<file path="config.mk">
export PLATFORM = sky130hd
export DESIGN_NAME = bcd_seq_multiplier
export DESIGN_NICKNAME = d
export VERILOG_FILES = /design/src/rtl/bcd_seq_multiplier.sv
export SDC_FILE = /design/constraint.sdc
export NUM_CORES = 1
export LEC_CHECK = 0
export BUFFER_PORTS_ARGS = -buffer_cell sky130_fd_sc_hd__buf_2
export CELL_PAD_IN_SITES_DETAIL_PLACEMENT = 2
export CELL_PAD_IN_SITES_GLOBAL_PLACEMENT = 2
export CORE_UTILIZATION = 38
export CTS_BUF_LIST = sky130_fd_sc_hd__clkbuf_8
export DETAILED_ROUTE_END_ITERATION = 10
export GPL_TIMING_DRIVEN = 0
export PLACE_DENSITY_LB_ADDON = 0.25
export SLEW_MARGIN = 20
export SYNTH_ARGS = -nofsm -noshare
export SYNTH_HDL_FRONTEND = slang
export SYNTH_SLANG_ARGS = --single-unit
</file>
<file path="constraint.sdc">
create_clock -name clk -period 8.38 [get_ports clk]
set_input_delay 0.838 -clock clk [delete_from_list [all_inputs] [get_ports clk]]
set_output_delay 0.838 -clock clk [all_outputs]
set_load 0.02 [all_outputs]
</file>
<file path="src/rtl/bcd_seq_multiplier.sv">
// ---------------------------------------------------------------------------
// bcd_seq_multiplier
//
// Sequential multi-digit packed-BCD multiplier. It works by shift-and-add with
// decimal correction and never converts to binary. Starting from the most
// significant digit of the multiplier, each step shifts the accumulator one
// BCD digit left. It then adds the multiplicand once for every unit of the
// current multiplier digit.
//
// Ports
//   clk      : system clock, rising edge
//   reset    : synchronous, active-high reset
//   start    : operation request, sampled only while idle
//   bcd_a    : multiplicand, DIGITS packed BCD digits, MSD in MSBs
//   bcd_b    : multiplier, same format
//   busy     : high while an operation is in progress
//   done     : one-cycle pulse, results valid from this cycle on
//   bcd_res  : 2*DIGITS-digit packed BCD product, or error pattern
//   err_a    : last bcd_a contained a nibble > 9
//   err_b    : last bcd_b contained a nibble > 9
// ---------------------------------------------------------------------------
module bcd_seq_multiplier #(
   parameter int DIGITS = 2
) (
   input  logic                  clk,
   input  logic                  reset,
   input  logic                  start,
   input  logic [4*DIGITS-1:0]   bcd_a,
   input  logic [4*DIGITS-1:0]   bcd_b,
   output logic                  busy,
   output logic                  done,
   output logic [8*DIGITS-1:0]   bcd_res,
   output logic                  err_a,
   output logic                  err_b
);

   localparam int OP_W  = 4 * DIGITS;
   localparam int ACC_W = 8 * DIGITS;
   localparam int IDX_W = (DIGITS > 1) ? $clog2(DIGITS) : 1;
   localparam logic [IDX_W-1:0] IDX_TOP = IDX_W'(DIGITS - 1);

   typedef enum logic [2:0] {
      S_IDLE,
      S_CHECK,
      S_SHIFT,
      S_ADD,
      S_DONE
   } state_t;

   state_t             state_q, state_d;
   logic [OP_W-1:0]    ra_q, ra_d;
   logic [OP_W-1:0]    rb_q, rb_d;
   logic [ACC_W-1:0]   acc_q, acc_d;
   logic [IDX_W-1:0]   idx_q, idx_d;
   logic [3:0]         cnt_q, cnt_d;
   logic               va_q, va_d;
   logic               vb_q, vb_d;
   logic [ACC_W-1:0]   res_q, res_d;
   logic               erra_q, erra_d;
   logic               errb_q, errb_d;
   logic               done_q, done_d;

   // True when any nibble of an operand is not a decimal digit.
   function automatic logic has_bad_digit(input logic [OP_W-1:0] x);
      logic bad;
      bad = 1'b0;
      for (int i = 0; i < DIGITS; i++) begin
         if (x[i*4 +: 4] > 4'd9) bad = 1'b1;
      end
      return bad;
   endfunction

   // Digit-wise ripple-carry BCD addition. A digit sum above 9 gets 6 added
   // so that the low nibble wraps to the correct decimal digit. A carry out
   // of the top digit cannot occur because the product always fits.
   function automatic logic [ACC_W-1:0] bcd_add(input logic [ACC_W-1:0] x,
                                                input logic [ACC_W-1:0] y);
      logic [ACC_W-1:0] s;
      logic [4:0]       dsum;
      logic             c;
      s = '0;
      c = 1'b0;
      for (int i = 0; i < 2 * DIGITS; i++) begin
         dsum = {1'b0, x[i*4 +: 4]} + {1'b0, y[i*4 +: 4]} + {4'b0000, c};
         if (dsum > 5'd9) begin
            dsum = dsum + 5'd6;
            c    = 1'b1;
         end else begin
            c    = 1'b0;
         end
         s[i*4 +: 4] = dsum[3:0];
      end
      return s;
   endfunction

   always_ff @(posedge clk) begin
      if (reset) begin
         state_q <= S_IDLE;
         ra_q    <= '0;
         rb_q    <= '0;
         acc_q   <= '0;
         idx_q   <= '0;
         cnt_q   <= '0;
         va_q    <= 1'b0;
         vb_q    <= 1'b0;
         res_q   <= '0;
         erra_q  <= 1'b0;
         errb_q  <= 1'b0;
         done_q  <= 1'b0;
      end else begin
         state_q <= state_d;
         ra_q    <= ra_d;
         rb_q    <= rb_d;
         acc_q   <= acc_d;
         idx_q   <= idx_d;
         cnt_q   <= cnt_d;
         va_q    <= va_d;
         vb_q    <= vb_d;
         res_q   <= res_d;
         erra_q  <= erra_d;
         errb_q  <= errb_d;
         done_q  <= done_d;
      end
   end

   always_comb begin
      state_d = state_q;
      ra_d    = ra_q;
      rb_d    = rb_q;
      acc_d   = acc_q;
      idx_d   = idx_q;
      cnt_d   = cnt_q;
      va_d    = va_q;
      vb_d    = vb_q;
      res_d   = res_q;
      erra_d  = erra_q;
      errb_d  = errb_q;
      done_d  = 1'b0;

      case (state_q)
         S_IDLE: begin
            if (start) begin
               ra_d    = bcd_a;
               rb_d    = bcd_b;
               state_d = S_CHECK;
            end
         end

         S_CHECK: begin
            va_d = has_bad_digit(ra_q);
            vb_d = has_bad_digit(rb_q);
            if (va_d || vb_d) begin
               // Error pattern: all-ones half marks each offending operand.
               acc_d   = {{OP_W{va_d}}, {OP_W{vb_d}}};
               state_d = S_DONE;
            end else begin
               acc_d   = '0;
               idx_d   = IDX_TOP;
               state_d = S_SHIFT;
            end
         end

         S_SHIFT: begin
            acc_d = acc_q << 4;
            cnt_d = rb_q[{idx_q, 2'b00} +: 4];
            if (cnt_d == 4'd0) begin
               if (idx_q == '0) state_d = S_DONE;
               else             idx_d   = idx_q - IDX_W'(1);
            end else begin
               state_d = S_ADD;
            end
         end

         S_ADD: begin
            acc_d = bcd_add(acc_q, {{OP_W{1'b0}}, ra_q});
            cnt_d = cnt_q - 4'd1;
            if (cnt_q == 4'd1) begin
               if (idx_q == '0) begin
                  state_d = S_DONE;
               end else begin
                  idx_d   = idx_q - IDX_W'(1);
                  state_d = S_SHIFT;
               end
            end
         end

         S_DONE: begin
            // Results are registered here. The done pulse therefore lines up
            // with the cycle in which the new bcd_res becomes visible.
            res_d   = acc_q;
            erra_d  = va_q;
            errb_d  = vb_q;
            done_d  = 1'b1;
            state_d = S_IDLE;
         end

         default: state_d = S_IDLE;
      endcase
   end

   assign busy    = (state_q != S_IDLE);
   assign done    = done_q;
   assign bcd_res = res_q;
   assign err_a   = erra_q;
   assign err_b   = errb_q;

endmodule

</file>
==> metrics.txt, run 1 <==
Detail Placement HPWL=9190 um; Vias per Instance=5.79; post-synthesis register bit count=61; Req. time, crit path=8620 ps; Hold Path Class=flip-flop to flip-flop; DRC=0; Post-CTS Setup Bufs=0; Yosys top cell by area=dfxtp_1; initial antenna violation count=0; # IOs=39; Setup crit end kind=flip-flop; post-synthesis cell area=3580 um^2; most frequent cells in the layout=nand2_1 (94), a21oi_1 (65), dfxtp_1 (61); Setup Total Neg Slack=0 ps; # diodes=0; routed via count=3654; clk sinks=61; Die Area=9830 um^2; pre-CTS setup slack=1730 ps; worst slew pin tran=690 ps; final hold violation count=0; CP max stage delay=430 ps; GPL Wtd Cong=0.814; fmax=0.145 GHz; Primary FF master, synth=dfxtp_1; Clock Tree Root=clkbuf_8; RSZ-0062 raised after global routing=no; Final Slew Violations=0; Cell Area, Placed=3910 um^2; share of cells above drive strength 1=0.142; syn avg cell area=7.68 um^2; crit path DAT=7140 ps; Design Area, Final=4170 um^2; clk_lat worst skew=350 ps; drt wl/cell=20.4 um; first-pass iteration count of the detailed router=4; Total Wirelength=12900 um; Worst path slowest cell=dfxtp_1; Resized Gates After CTS=0; Mapped Cells=467; Tcrit/Tclk final=0.824; Die Wd=99.1 um; Setup Viol. Count Final=0; Yosys warnings=0; placeable core area=9200 um^2; number of synthesized flops with an enable pin=0; maximum VDD drop=0.123 mV; LEAKAGE=1.67 nW; FFs w/ async S/R, synth=0; Clock Path Buffers=2; syn_nets=507; largest net degree at the start of global routing=11; Synth top area share=0.341; global-route wire length before repair=21000 um; gr ovfl total=0; final hold slack=453 ps; vias in the first global route=3917; Routed Antenna Nets=0; # hold bufs at CTS=0; num rows=35; CP startpoint kind=flip-flop; Worst Skew=5.91 ps; CTS H-tree depth=3; CTS Buf Count=9; GRT Overall Usage=0.279; Seq/Total Area, Yosys=0.341; I/O Buffers=37; clock transition at the registers of the reported paths=70 ps; Initial Util=0.390; max_cap viols=0; commonest non-fill, non-tap cell in the layout=nand2_1; DRT iter0 DRCs=120; PwrDens=339 nW/um^2; worst relative slew slack=0.540; Area growth syn-to-layout=16.3%; fin nets=555; TritonCTS clock tree=built; Die Y=99.1 um; top post-synthesis cells by area=dfxtp_1 (34%), nand2_1 (9.8%), a21oi_1 (9.1%); Yosys cell types=61; Worst Setup Path Type=flip-flop to flip-flop; most used cell, CP=ha_1; final core utilization=0.453; outcome=finished clean; crit path max fanout=7; crit path setup slack, layout=1480 ps; crit path time final=6900 ps
==> worst max-delay path, delay by kind of cell (launching register included) <==
family / cells / cell delay [ps]
flops: 1 / 430
buf+inv: 3 / 260
simple gates: 7 / 1140
fa+ha+maj: 10 / 2980
compound gates: 5 / 1090
xor+xnor: 4 / 860
==> cells in the mapped netlist, types with 3 or more instances <==
cell type  count
nand2_1       94
a21o_1         3
inv_1         19
a211oi_1       7
xnor2_1        5
mux2i_1        6
a21oi_1       65
o21ai_0       13
clkbuf_1      14
ha_1          18
nand2b_1       8
or3_1          3
o21a_1         5
o221a_2        4
buf_2         12
nor2b_1        6
fa_1           3
nor3_1        11
nand3_1        9
or4_1          3
a21boi_0       3
a22oi_1        3
nor2_1        26
a31oi_1        3
and3b_1        3
dfxtp_1       61
and2_1         5
o22ai_1        5
and3_1         3
o211ai_1       9
==> power by group <==
group          leakage, nW  total [W]  switching, W  internal (W)
sequential           0.497   0.000419     0.0000692      0.000350
clock                0.134   0.000349      0.000128      0.000221
combinational         1.04   0.000644      0.000414      0.000230
total                 1.67    0.00141      0.000612      0.000801
==> final timing paths <==
| path | startpoint | cells after the start | slack (ps) | endpoint |
|---|---|---|---|---|
| setup reg to reg | acc_q[0]$_SDFFE_PP0N_ | 29 | 1480 | acc_q[14]$_SDFFE_PP0N_ |
| hold / removal | bcd_res[7]$_SDFFE_PP0P_ | 2 | 450 | bcd_res[7]$_SDFFE_PP0P_ |
| hold reg to reg | bcd_res[7]$_SDFFE_PP0P_ | 2 | 450 | bcd_res[7]$_SDFFE_PP0P_ |
| setup / recovery | acc_q[0]$_SDFFE_PP0N_ | 29 | 1480 | acc_q[14]$_SDFFE_PP0N_ |
==> sequential cells by signal, indices dropped and copies added, names as in the netlist <==
name / cells
acc_q: 16
bcd_res: 16
cnt_q: 4
done: 1
err_a: 1
err_b: 1
idx_q: 1
ra_q: 8
rb_q: 8
state_q: 3
va_q: 1
vb_q: 1
==> layout make-up <==
class / instances / area [um^2]
buffer: 27 / 116
clock buffer: 12 / 165
clock inverter: 4 / 93.8
fill: 1072 / 5030
inverter: 20 / 75.1
multi-input combinational: 359 / 2170
sequential: 61 / 1220
tap: 111 / 139
timing repair buffer: 37 / 185
==> routing by layer <==
layer	wire length (um)	global-route usage
met5	0	0
met4	210	0.0939
met3	375	0.0394
met2	6620	0.505
met1	5690	0.340
==> stage by stage <==
stage / total power, W / cells
finish: 0.00141 / 631
global route: 0.00151 / 631
CTS: 0.00141 / 631
detailed placement: 0.00105 / 615
global placement: 0.00100 / 615
floorplan: 0.000852 / 467
==> logic make-up after synthesis <==
logic type               count (synthesis)  share of synthesized area
buffers and inverters                   47                     0.0534
adder cells (fa/ha/maj)                 22                     0.0824
XOR/XNOR                                 7                     0.0171
multiplexers                             6                     0.0168
AO/OA/AOI/OAI                          144                      0.256
AND/OR/NAND/NOR                        180                      0.234
flip-flops                              61                      0.341
Note: power is estimated with default switching activity, not from simulation.
==> inputs of run 2 (changes only) <==
Settings changed: CORE_UTILIZATION 38 to 32.
Clock period 8.38 ns to 6.3 ns, I/O delays scaled along.
==> run 2 against run 1 <==
  * Design area is 2.3% higher
  * Clock power rose by 4%
  * Register-to-register slack got worse by 1300 ps
  * Critical path type unchanged
==> metrics.txt, run 2 (synthesis gave the netlist of run 1 again) <==
Worst path slowest cell=fa_2; crit path time final=6080 ps; Req. time, crit path=6550 ps; Hold Path Class=flip-flop to flip-flop; num rows=38; Filler Cell Count=1300; most frequent cells in the layout=nand2_1 (93), a21oi_1 (63), dfxtp_1 (60); initial antenna violation count=0; Worst Skew=13.5 ps; fin nets=558; gr ovfl total=0; Die Area=11600 um^2; clk sinks=61; placeable core area=10900 um^2; final hold slack=455 ps; CTS Buf Count=9; Layout Cells excl Fill=660; DRC=0; most used cell, CP=inv_1; crit path max fanout=7; crit path DAT=6330 ps; Clock Path Buffers=2; fmax=0.165 GHz; first-pass iteration count of the detailed router=4; Setup Total Neg Slack=0 ps; final hold violation count=0; clock transition at the registers of the reported paths=80 ps; TritonCTS clock tree=built; I/O Buffers=37; share of cells above drive strength 1=0.179; Tcrit/Tclk final=0.965; worst slew pin tran=659 ps; routed via count=3604; Total Wirelength=12600 um; GRT Overall Usage=0.231; maximum VDD drop=0.155 mV; Die Y=108 um; max_cap viols=0; DRT iter0 DRCs=143; CP max stage delay=540 ps; PwrDens=427 nW/um^2; CP startpoint kind=flip-flop; LEAKAGE=1.66 nW; commonest non-fill, non-tap cell in the layout=nand2_1; Setup crit end kind=flip-flop; Die Wd=108 um; worst relative slew slack=0.561; # hold bufs at CTS=0; GPL Wtd Cong=0.802; # diodes=0; vias in the first global route=3818; global-route wire length before repair=20400 um; clk_lat worst skew=370 ps; Vias per Instance=5.46; outcome=finished clean; Clock Tree Root=clkbuf_8; final core utilization=0.391; Initial Util=0.329; largest net degree at the start of global routing=11; Setup Viol. Count Final=0; # IOs=39; drt wl/cell=19.1 um; CTS H-tree depth=3; Area growth syn-to-layout=18.9%; number of placed cells counting well taps=644; Final Slew Violations=0; Routed Antenna Nets=0; Worst Setup Path Type=flip-flop to flip-flop; Detail Placement HPWL=9500 um
==> run 2: changes by cell type in the layout (fill, tap and decap cells not counted), sizes merged <==
cell / previous run / this run
bufinv: 3 / 1
clkinv: 0 / 1
inv: 21 / 20
clkbuf: 26 / 25
buf: 50 / 53
==> run 2: worst paths after layout <==
path	cells after the start	slack (ps)	endpoint	from
worst min-delay path	2	460	bcd_res[2]$_SDFFE_PP0P_	bcd_res[2]$_SDFFE_PP0P_
worst max-delay path	29	220	acc_q[14]$_SDFFE_PP0N_	ra_q[0]$_SDFFE_PP0P_
worst min register to register	2	460	bcd_res[2]$_SDFFE_PP0P_	bcd_res[2]$_SDFFE_PP0P_
worst max register to register	29	220	acc_q[14]$_SDFFE_PP0N_	ra_q[0]$_SDFFE_PP0P_
==> run 2: where the power goes <==
part	internal, W	leakage, nW	total, W	switching, W
Clock	0.000197	0.0971	0.000362	0.000165
Combinational	0.000340	1.06	0.000902	0.000562
Sequential	0.000466	0.497	0.000557	0.0000911
Total	0.00100	1.66	0.00182	0.000817
==> run 2: routing by layer <==
layer,part of all wire,vias up,global-route usage
met5,0,-,0
met4,0.015,0,0.0802
met3,0.032,12,0.0266
met2,0.51,68,0.412
met1,0.45,1771,0.284
li1,-,1753,-
==> run 2: final cells by class <==
type                    count  area [um^2]  share of cell area
inverters                  20         75.1              0.0176
plain buffers              27          116              0.0273
flip-flops and latches     61         1220               0.287
clock buffers              11          151              0.0355
repair buffers             40          208              0.0487
clock inverters             2         35.0             0.00822
well taps                 140          175              0.0411
multi-input cells         359         2280               0.535
==> run 2: metrics by stage <==
step / power [W] / instance area [um^2] / worst slack [ps]
after floorplan: 0.00113 / 3580 / 764
after global placement: 0.00134 / 3950 / -117
after detailed placement: 0.00140 / 3950 / -452
after CTS: 0.00180 / 4200 / 0.402
after global routing: 0.00195 / 4260 / -94.8
final: 0.00182 / 4260 / 222
==> run 2: critical path, delay by kind of cell, from the launching register on <==
family / cells / cell delay (ps)
AO/OA/AOI/OAI: 5 / 1080
AND/OR/NAND/NOR: 7 / 740
adder cells (fa/ha/maj): 10 / 2870
buffers and inverters: 4 / 310
flip-flops: 1 / 380
XOR/XNOR: 3 / 570
==> run 2: what timing repair did <==
action,in CTS,in global routing
hold endpoints to repair,0,0
pin swaps,0,6
endpoints found under the setup margin,3,3
gates resized for setup,13,11
buffers inserted,0,3
